===== config.mk =====
export PLATFORM = sky130hd
export DESIGN_NAME = sha_256_pad
export DESIGN_NICKNAME = d
export VERILOG_FILES = /design/src/rtl/sha_256_pad.sv
export SDC_FILE = /design/constraint.sdc
export NUM_CORES = 2
export LEC_CHECK = 0
export CAP_MARGIN = 20
export CORE_ASPECT_RATIO = 1.75
export CORE_MARGIN = 2
export CORE_UTILIZATION = 30
export CTS_CLUSTER_SIZE = 14
export DETAILED_ROUTE_END_ITERATION = 8
export SETUP_SLACK_MARGIN = 0.02
export SLEW_MARGIN = 10
export SYNTH_ARGS = -nofsm -noshare
export SYNTH_HDL_FRONTEND = slang
export SYNTH_SLANG_ARGS = --single-unit

===== constraint.sdc =====
create_clock -name clk -period 7.25 [get_ports clk]
set_input_delay 0.725 -clock clk [delete_from_list [all_inputs] [get_ports clk]]
set_output_delay 0.725 -clock clk [all_outputs]
set_load 0.02 [all_outputs]

===== src/rtl/sha_256_pad.sv =====
// SHA-224/256 padder: packs message words into 512-bit blocks, appends 0x80 and the bit length; SHA_PAD_ERR_EN adds a sticky Error output.
// Enable pulses the cycle after the 16th/last word is taken; WordReady drops from SEND until the core's Ready frees the block.
module sha_256_pad (
    input  logic         clk,
    input  logic         rst,
    input  logic         Start,
    input  logic [1:0]   OpIn,
    input  logic [31:0]  Word,
    input  logic         WordValid,
    input  logic         WordLast,
    input  logic [2:0]   WordBytes,
    output logic         WordReady,
    output logic [511:0] Data,
    output logic [63:0]  Index,
    output logic [1:0]   Operation,
    output logic         Enable,
    input  logic         Ready,
    output logic         Done,
    output logic         Busy
`ifdef SHA_PAD_ERR_EN
    ,
    output logic         Error
`endif
);

    localparam logic [2:0] S_IDLE = 3'd0;
    localparam logic [2:0] S_FILL = 3'd1;
    localparam logic [2:0] S_SEND = 3'd2;
    localparam logic [2:0] S_WAIT = 3'd3;
    localparam logic [2:0] S_PAD  = 3'd4;

    logic [2:0]   r_state;
    logic [511:0] r_data;
    logic [63:0]  r_index;
    logic [1:0]   r_op;
    logic [63:0]  r_count;
    logic [3:0]   r_ptr;
    logic         r_final;
    logic         r_pad_pend;
    logic         r_pad_spill;
    logic         r_done;

    logic [2:0]   w_bytes;
    logic [6:0]   w_off;
    logic         w_spill;
    logic         w_fits;
    logic [3:0]   w_ptr_inc;
    logic [63:0]  w_count_nxt;
    logic [63:0]  w_len;
    logic [63:0]  w_len_cur;
    logic [31:0]  w_masked;
    logic [511:0] w_blk;
    logic [511:0] w_pad_blk;
    logic         w_accept;

    assign w_bytes     = (WordBytes > 3'd4) ? 3'd4 : WordBytes;
    assign w_ptr_inc   = r_ptr + 4'd1;
    assign w_count_nxt = r_count + {61'd0, w_bytes};
    assign w_len       = w_count_nxt << 3;
    assign w_len_cur   = r_count << 3;
    // Byte offset of the 0x80 marker; 64 means it spilled out of this block.
    assign w_off       = {1'b0, r_ptr, 2'b00} + {4'd0, w_bytes};
    assign w_spill     = w_off[6];
    assign w_fits      = (w_off <= 7'd55);

`ifdef SHA_PAD_ERR_EN
    logic w_bad;
    logic r_error;
    assign w_bad    = WordValid && ((r_state != S_FILL) || (WordBytes > 3'd4) ||
                      ((WordBytes != 3'd4) && !WordLast));
    assign w_accept = (r_state == S_FILL) && WordValid && !w_bad;
    assign Error    = r_error;

    always_ff @(posedge clk) begin
        if (rst)
            r_error <= 1'b0;
        else if (w_bad)
            r_error <= 1'b1;
        else if ((r_state == S_IDLE) && Start)
            r_error <= 1'b0;
    end
`else
    assign w_accept = (r_state == S_FILL) && WordValid;
`endif

    always_comb begin
        w_masked = '0;
        for (int j = 0; j < 4; j++) begin
            if (3'(j) < w_bytes)
                w_masked[31-8*j -: 8] = Word[31-8*j -: 8];
            else if ((3'(j) == w_bytes) && WordLast)
                w_masked[31-8*j -: 8] = 8'h80;
        end
    end

    always_comb begin
        w_blk = r_data;
        w_blk[{r_ptr, 5'd0} +: 32] = w_masked;
        if (WordLast && (w_bytes == 3'd4) && !w_spill)
            w_blk[{w_ptr_inc, 5'd0} +: 32] = 32'h8000_0000;
        if (WordLast && w_fits) begin
            w_blk[14*32 +: 32] = w_len[63:32];
            w_blk[15*32 +: 32] = w_len[31:0];
        end
    end

    always_comb begin
        w_pad_blk          = '0;
        w_pad_blk[31:0]    = r_pad_spill ? 32'h8000_0000 : 32'h0;
        w_pad_blk[14*32 +: 32] = w_len_cur[63:32];
        w_pad_blk[15*32 +: 32] = w_len_cur[31:0];
    end

    always_ff @(posedge clk) begin
        if (rst) begin
            r_state     <= S_IDLE;
            r_data      <= '0;
            r_index     <= '0;
            r_op        <= '0;
            r_count     <= '0;
            r_ptr       <= '0;
            r_final     <= 1'b0;
            r_pad_pend  <= 1'b0;
            r_pad_spill <= 1'b0;
            r_done      <= 1'b0;
        end else begin
            r_done <= 1'b0;
            case (r_state)
                S_IDLE: begin
                    if (Start) begin
                        r_op        <= OpIn;
                        r_count     <= '0;
                        r_ptr       <= '0;
                        r_data      <= '0;
                        r_index     <= 64'd1;
                        r_final     <= 1'b0;
                        r_pad_pend  <= 1'b0;
                        r_pad_spill <= 1'b0;
                        r_state     <= S_FILL;
                    end
                end
                S_FILL: begin
                    if (w_accept) begin
                        r_data  <= w_blk;
                        r_count <= w_count_nxt;
                        r_ptr   <= w_ptr_inc;
                        if (WordLast) begin
                            r_final     <= w_fits;
                            r_pad_pend  <= !w_fits;
                            r_pad_spill <= w_spill;
                            r_state     <= S_SEND;
                        end else if (r_ptr == 4'd15) begin
                            r_state <= S_SEND;
                        end
                    end
                end
                S_SEND: r_state <= S_WAIT;
                S_WAIT: begin
                    if (Ready) begin
                        if (r_final) begin
                            r_done  <= 1'b1;
                            r_state <= S_IDLE;
                        end else begin
                            r_index <= r_index + 64'd1;
                            r_data  <= '0;
                            r_ptr   <= '0;
                            r_state <= r_pad_pend ? S_PAD : S_FILL;
                        end
                    end
                end
                S_PAD: begin
                    r_data     <= w_pad_blk;
                    r_final    <= 1'b1;
                    r_pad_pend <= 1'b0;
                    r_state    <= S_SEND;
                end
                default: r_state <= S_IDLE;
            endcase
        end
    end

    assign WordReady = (r_state == S_FILL);
    assign Enable    = (r_state == S_SEND);
    assign Busy      = (r_state != S_IDLE);
    assign Data      = r_data;
    assign Index     = r_index;
    assign Operation = r_op;
    assign Done      = r_done;

endmodule


After elaboration in Yosys (flattened, before gate mapping)

Cells that the tools add are included.

Add/subtract/negate cells: 6
$lt $le $gt $ge: 6
Equal/unequal tests: 15
Shift operators: 4
Multiplexer cells: 50
Bitwise gates (word level): 2
Reduce and logical (&&, ||, !) cells: 27

Operator list:

| kind                       | number |
|---|---|
| $mux 512                   | 5 |
| $pmux 512 s4               | 1 |
| $bwmux 512                 | 2 |
| $shift 32x11->512 const A  | 2 |
| $shiftx 32x11->512         | 1 |
| $shiftx 32x11->512 const A | 1 |
| $mux 64                    | 6 |
| $pmux 64 s2                | 2 |
| $add 64x1->64 const B      | 1 |
| $add 64x3->64              | 1 |
| $mux 8                     | 8 |
| $mux 32                    | 1 |
| $mux 3                     | 8 |
| $neg 9->11                 | 2 |
| $mux 4                     | 4 |
| $reduce_and 4->1           | 4 |
| $pmux 3 s5                 | 1 |
| $pmux 4 s3                 | 1 |
| $reduce_and 5->1           | 2 |
| $reduce_bool 3->1          | 3 |
| $logic_and 1x1->1          | 8 |
| $mux 1                     | 8 |
| $ne 2x2->1 const B         | 4 |
| $add 6x3->7                | 1 |
| 23 further kinds           | 33 |

Register bits: 653
Input port bits: 43
Word-level logic and storage cells: 120

Depth between registers and ports, before layout

Word-level depth: 13
Gate-level depth with buffers: 13
Gate-level depth less buffers: 10

Worst setup path before layout

OpenSTA, ideal clock, no wires.

Kind: input port to flip-flop
Start: in WordBytes[2]
End: reg r_count[56]
Library setup time: 0.074 ns
Arrival: 3.123 ns
Required time: 7.176 ns
Path slack: 4.053 ns
Stages on the path: 10
Cell sequence: buf_6 nand3b_4 fa_1 nor2b_1 o2111a_1 nand3_1 nor4_2 nand3_1 or3_1 a31oi_1

Longest elaborated chain between the ends: 5

Ends and longest elaborated chain:

| what                 | RTL line | RTL |
|---|---|---|
| start, declared      | 11       | `input logic [2:0] WordBytes,` |
| $gt 3x3->1           | 56       | `assign w_bytes = (WordBytes > 3'd4) ? 3'd4 : WordBytes;` |
| $mux 3 *             | 56       |  |
| $add 64x3->64 *      | 58       | `assign w_count_nxt = r_count + {61'd0, w_bytes};` |
| $mux 64 *            | 143      | `if (w_accept) begin` |
| $pmux 64 s2 *        | 128      | `case (r_state)` |
| end signal, assigned | 145      | `r_count <= w_count_nxt;` |
| end, declared        | 36       | `logic [63:0] r_count;` |

Mark *: on every way between the ends. The rest lies on a longest branch, timed or not. The select of a mux whose other input is x is not followed.
A chain may end at the register's enable or synchronous reset.

Final worst setup path

Start: reg r_ptr[0]
End: reg r_data[71] (netlist: Data[71])

Longest elaborated chain between the ends: 7

Ends and longest elaborated chain:

| what                                       | RTL line | RTL |
|---|---|---|
| start, declared                            | 37       | `logic [3:0] r_ptr;` |
| start signal, assigned                     | 146      | `r_ptr <= w_ptr_inc;` |
| $add 4x1->4 or $neg 9->11 (tied branches)  | 57, 98   |  |
| $neg 9->11 (tied with other cells)         | 100      | `w_blk[{w_ptr_inc, 5'd0} +: 32] = 32'h8000_0000;` |
| $shiftx 32x11->512 (tied with other cells) | 100      |  |
| $bwmux 512                                 | 100      |  |
| $mux 512 *                                 | 99       | `if (WordLast && (w_bytes == 3'd4) && !w_spill)` |
| $mux 512 *                                 | 143      |  |
| $pmux 512 s4 *                             | 128      |  |
| end signal, assigned                       | 144      | `r_data <= w_blk;` |
| end signal, assigned                       | 172      | `r_data <= w_pad_blk;` |
| end, declared                              | 33       | `logic [511:0] r_data;` |

Marked as above.

==> impl_results.md <==
* Status: completed
* Max-Cap Viols at 0
* Worst VDD drop at 0.0002079 V
* CTS tree: done
* GPL Wtd Cong at 0.9467
* Synth Register Bits at 650
* R2r setup slk at 2620 ps
* Initial Utilization at 30.22%
* Synth top area share at 46.41%
* GR Layer Usage met3 at 8.572%
* Layout cells sized above 1 at 6.660%
* Worst Slack Setup Final at 2625 ps
* Hold-critical path endpoint: Data[447]$_SDFFE_PP0P_
* Root Buffer Master: clkbuf_16
* Mapped Cells at 3641
* Wire length per cell at 25.43 um
* Die Wd at 235.1 um
* Inserted Clock Buffers at 67
* Total vias in the final route at 28950
* Area after DPL at 35460 sq um
* # nets final at 4149
* HP Start: rst
* Met2 Usage GRT at 45.53%
* Cell chain of the critical path: clkinv_1, ha_1, nand2b_1, nor2_1, xnor2_1, nor3b_1, nand2_1, a21oi_4, a211oi_1
* Cell taking the most area after synthesis: dfxtp_1
* Worst r2r src: r_ptr[0]$_SDFFE_PP0P_
* Crit path max fanout at 31
* Worst EP arrival at 5090 ps
* Gr busiest metal: met2
* Final Cell Area at 37750 sq um
* # rows at 148
* Synth top cells by count: nand2_1 (862), dfxtp_1 (650), a21oi_1 (511), nor2_1 (333), clkbuf_1 (281)
* Residual DRC count at 0
* Hold-critical path depth at 2
* TNS Setup at 0 ps
* Crit path required time at 7720 ps
* Synth Cell Area at 28040 sq um
* Fin Hold WS at 374.0 ps
* Placed cell count at 5226
* Core area at 92770 sq um
* CTS H-tree lvls at 3
* Post-synthesis sequential area ratio at 46.41%
* Hold-fix buffers, CTS at 0
* Most common cell in the synthesized netlist: nand2_1
* Post-route ant nets at 0
* Pwr dens at 224.9 nW/um^2
* Die height at 408.4 um
* End of the worst register-to-register path: Data[71]$_SDFFE_PP0P_
* DR vias/cell at 5.415
* Die ar. at 96020 sq um
* Pwr Total at 8.488 mW
* IO Port Bufs at 624
* DRT Pass-1 Iters at 5
* Crit Path Class: flop to flop
* Initial antenna violation count at 7
* Clock Skew at 28.69 ps
* Met1 GRT Util at 29.75%
* Fmax at 0.2162 GHz
* First-pass GRT wire length at 195900 um
* Period utilisation layout at 63.79%
* Post-route insts no fill at 5347
* Final Hold Vio Count at 0
* Clock Latency Late Sink at 670 ps
* Gr ovfl total at 0
* FFs w/ async S/R, synth at 0%
* Count of cell types in the netlist at 82
* Area contributors post-synth: dfxtp_1 (46%), nand2_1 (12%), a21oi_1 (9.1%), nor2_1 (4.5%), clkbuf_1 (3.8%)
* Worst slew margin at 21.32%
* Syn Nets at 3695
* Total setup buffers inserted after CTS at 0
* Critical path's largest stage delay at 940 ps
* Top FF cell, synth: dfxtp_1
* Min Tclk post-route at 4625 ps
* Synthesized area per cell at 7.701 sq um
* Starting DRT DRC Count at 2478
* Overall routing resource usage at 27.29%
* Critical path's slowest cell: a21oi_4
* Place WS at 2294 ps
* Pin count of the biggest net entering global routing at 73
* Sink Count at 650
* Clock Tree Buf Depth at 3
* Post_cts resized at 0
* Area growth from synthesis to layout at 34.62%
* Synth warn at 0
* R2R depth at 9
* Post-layout util at 40.69%
* Static leakage at 12.05 nW
* Vias in the first global route at 27710
* Number of synthesized flops with an enable pin at 0
* Slew Limit Fails at 0
* Worst-margin pin slew at 1180 ps
* RSZ-0062 raised after global routing: false
* HPWL Detailed at 93310 um
* Hold Path Class: input port to flop
* Clk slew on worst S/H paths at 70 ps
* IO Count at 625
* Crit start category: flop
* Final WL at 136000 um
* Final setup violating endpoints at 0
* CP Capture Type: flop
worst max-delay path, delay by kind of cell, from the launching register on:
kind	cells	cell delay, ps
buffers and inverters	1	430
xor gates and xnor gates	1	190
and+or+nand+nor	4	1430
AOI/OAI and AO/OA	2	1040
DFF	1	670
adders and majority gates	1	650
final cells by class:
| cell class | instances | area [sq um] |
|---|---|---|
| clock buffer | 98 | 1964 |
| multi-input combinational | 2647 | 13980 |
| clock inverter | 20 | 314.1 |
| tap | 1200 | 1501 |
| fill | 9338 | 55030 |
| sequential | 650 | 13010 |
| timing repair buffer | 708 | 6887 |
| inverter | 21 | 78.83 |
| antenna | 3 | 7.507 |
routing by layer:
| metal | part of all wire, % | up-vias |
|---|---|---|
| met5 | 0.042 | - |
| met4 | 7.2 | 8 |
| met3 | 9.5 | 353 |
| met2 | 47 | 1353 |
| met1 | 36 | 13910 |
| li1 | - | 13330 |
report_power, final:
part           switching [mW]  internal, mW
Clock                    1.61          2.08
Sequential             0.0372          3.60
Combinational           0.892         0.265
Total                    2.54          5.95
cells in the final DEF, fill, tap and decap left out, drive strengths merged, types with 45 or more instances in the layout:
cell type      synthesis  final
clkdlybuf4s50          0    623
clkbuf               282     98
a21oi                511    511
nand4                 45     45
nor2                 335    335
mux2i                 63     63
o21ai                157    157
xor2                  56     56
a211oi                59     59
nand2                862    862
buf                   41     85
nand3                 68     68
dfxtp                650    650
nor3                  91     91
worst max-delay path by stage:
stage                               start                       end  cells after the start
CTS                 r_ptr[0]$_SDFFE_PP0P_     Data[71]$_SDFFE_PP0P_                      9
global placement             WordBytes[2]    Data[479]$_SDFFE_PP0P_                     10
floorplan                    WordBytes[2]  r_count[56]$_SDFFE_PP0P_                     10
global route        r_ptr[0]$_SDFFE_PP0P_     Data[71]$_SDFFE_PP0P_                      9
detailed placement           WordBytes[2]    Data[490]$_SDFFE_PP0P_                     11
finish              r_ptr[0]$_SDFFE_PP0P_     Data[71]$_SDFFE_PP0P_                      9
state kept, by name, indices dropped and copies added, names as in the netlist:
signal and flops:
r_final 1, Done 1, r_state 3, r_count 61, r_pad_spill 1, r_ptr 4
Data 512, Operation 2, r_pad_pend 1, Index 64
logic make-up (layout without fill, tap and decap cells):
family / after synthesis / after routing / share of synthesized area (%)
flip-flops: 650 / 650 / 46.41
XOR/XNOR: 79 / 79 / 2.494
buffers and inverters: 344 / 847 / 4.828
multiplexers: 67 / 67 / 2.410
AO/OA/AOI/OAI: 886 / 886 / 18.25
adder cells (fa/ha/maj): 11 / 11 / 0.5176
AND/OR/NAND/NOR: 1604 / 1604 / 25.10
other: 0 / 3 / 0
Power figures use the tool's default switching activity.
==> variant: new RTL, same flow settings <==
Build with the macro `SHA_PAD_ERR_EN` defined.
--- a/src/rtl/sha_256_pad.sv
+++ b/src/rtl/sha_256_pad.sv
@@ -1,5 +1,7 @@
 // SHA-224/256 padder: packs message words into 512-bit blocks, appends 0x80 and the bit length; SHA_PAD_ERR_EN adds a sticky Error output.
 // Enable pulses the cycle after the 16th/last word is taken; WordReady drops from SEND until the core's Ready frees the block.
+`define SHA_PAD_ERR_EN
+
 module sha_256_pad (
     input  logic         clk,
     input  logic         rst,
New outputs: Error. Check against the original RTL: not settled (the Yosys comparison gave no result); the edit may change what the design does.
==> variant against the unedited design <==
Via count grew 2.9%. First-iteration DRC count increased by 14%. Global-route usage fell by 0.24 points. Design area is 1.3% higher. Critical path type unchanged. Wire length grew 1.4%. Sequential share of layout area fell by 0.39 points. Highest routed layer unchanged. Total power is 5.0% lower. Area after synthesis increased by 2.3%. Worst setup slack improved by 0.32 ns. Sequential cell count grew 1. Worst hold slack better by 0.079 ns. Sequential power hardly changed. Non-clock buffer count decreased by 12.
==> variant: results (changes against the unedited design) <==
Worst Path Max Fanout = 20 (was 31)
Routed met3 length = 11700 um (was 13000 um)
Multi-input gate area = 14500 um2 (was 14000 um2)
Final Hold Slack = 0.453 ns (was 0.374 ns)
HPWL after detailed placement = 98000 um (was 93300 um)
Fill count = 9627 (was 9338)
Nonclk inv count = 37 (was 21)
Met2 Use GR = 45.9% (was 45.5%)
Worst EP arrival = 4.86 ns (was 5.09 ns)
Pwr per Cell Area = 211 nW/um2 (was 225 nW/um2)
Leak pwr = 12.2 nW (was 12.0 nW)
Status = complete, no violations (unchanged)
Met1 WL = 52300 um (was 49300 um)
Reg2Reg Depth = 8 (was 9)
CP peak stage delay = 0.85 ns (was 0.94 ns)
Largest net degree at the start of global routing = 74 (was 73)
Clock network share of area = 5.86% (was 6.04%)
DP Worst Slack = 2.63 ns (was 2.29 ns)
Multi-input combinational area share = 37.8% (was 37.0%)
Vias in the first global route = 27200 (was 27700)
Clock share of power = 45.4% (was 43.5%)
VDD IR-drop max = 0.000164 V (was 0.000208 V)
Cell count after placement = 5341 (was 5226)
Relative slew slack = 20.0% (was 21.3%)
Int Power = 5.83 mW (was 5.95 mW)
Number of nets in the layout = 4249 (was 4149)
Cell at the slowest stage of the critical path = nor2_2 (was a21oi_4)
Sink Count = 651 (was 650)
Signal buf overhead = 17.9% (was 18.2%)
R2R setup slack = 2.94 ns (was 2.62 ns)
Seq/Total Area, Yosys = 45.4% (was 46.4%)
Non-clk bufs = 696 (was 708)
Synth Area per Inst = 7.63 um2 (was 7.70 um2)
Site row count = 150 (was 148)
Multi-input gates = 2742 (was 2647)
I/O Buffers = 625 (was 624)
Clock skew = 0.0241 ns (was 0.0287 ns)
GR Util met3 = 6.24% (was 8.57%)
## variant: changes by cell type after synthesis, sizes merged, moves of 12 or more
cell,change
nor2,+132
nand2,-107
mux2i,-44
nor3,-29
o221ai,+18
buf,+17
inv,+16
and2,+15
nor4,+14
a31oi,+12
## variant: cell families (layout without fill, tap and decap cells)
| kind of cell | Yosys count | in the layout | synth area share (%) |
|---|---|---|---|
| AND/OR/NAND/NOR | 1655 | 1655 | 25.5 |
| AO/OA/AOI/OAI | 982 | 982 | 20.5 |
| flip-flops | 651 | 651 | 45.4 |
| buffers and inverters | 366 | 851 | 5.04 |
| XOR/XNOR | 73 | 73 | 2.28 |
| multiplexers | 21 | 21 | 0.742 |
| adder cells (fa/ha/maj) | 11 | 11 | 0.506 |
| other | 0 | 6 | 0 |
## variant: final timing paths
check | startpoint | to
max reg2reg | r_ptr[0] | Data[453]
min reg2reg | Data[443] | Data[443]
max | r_ptr[0] | Data[453]
min | Data[443] | Data[443]
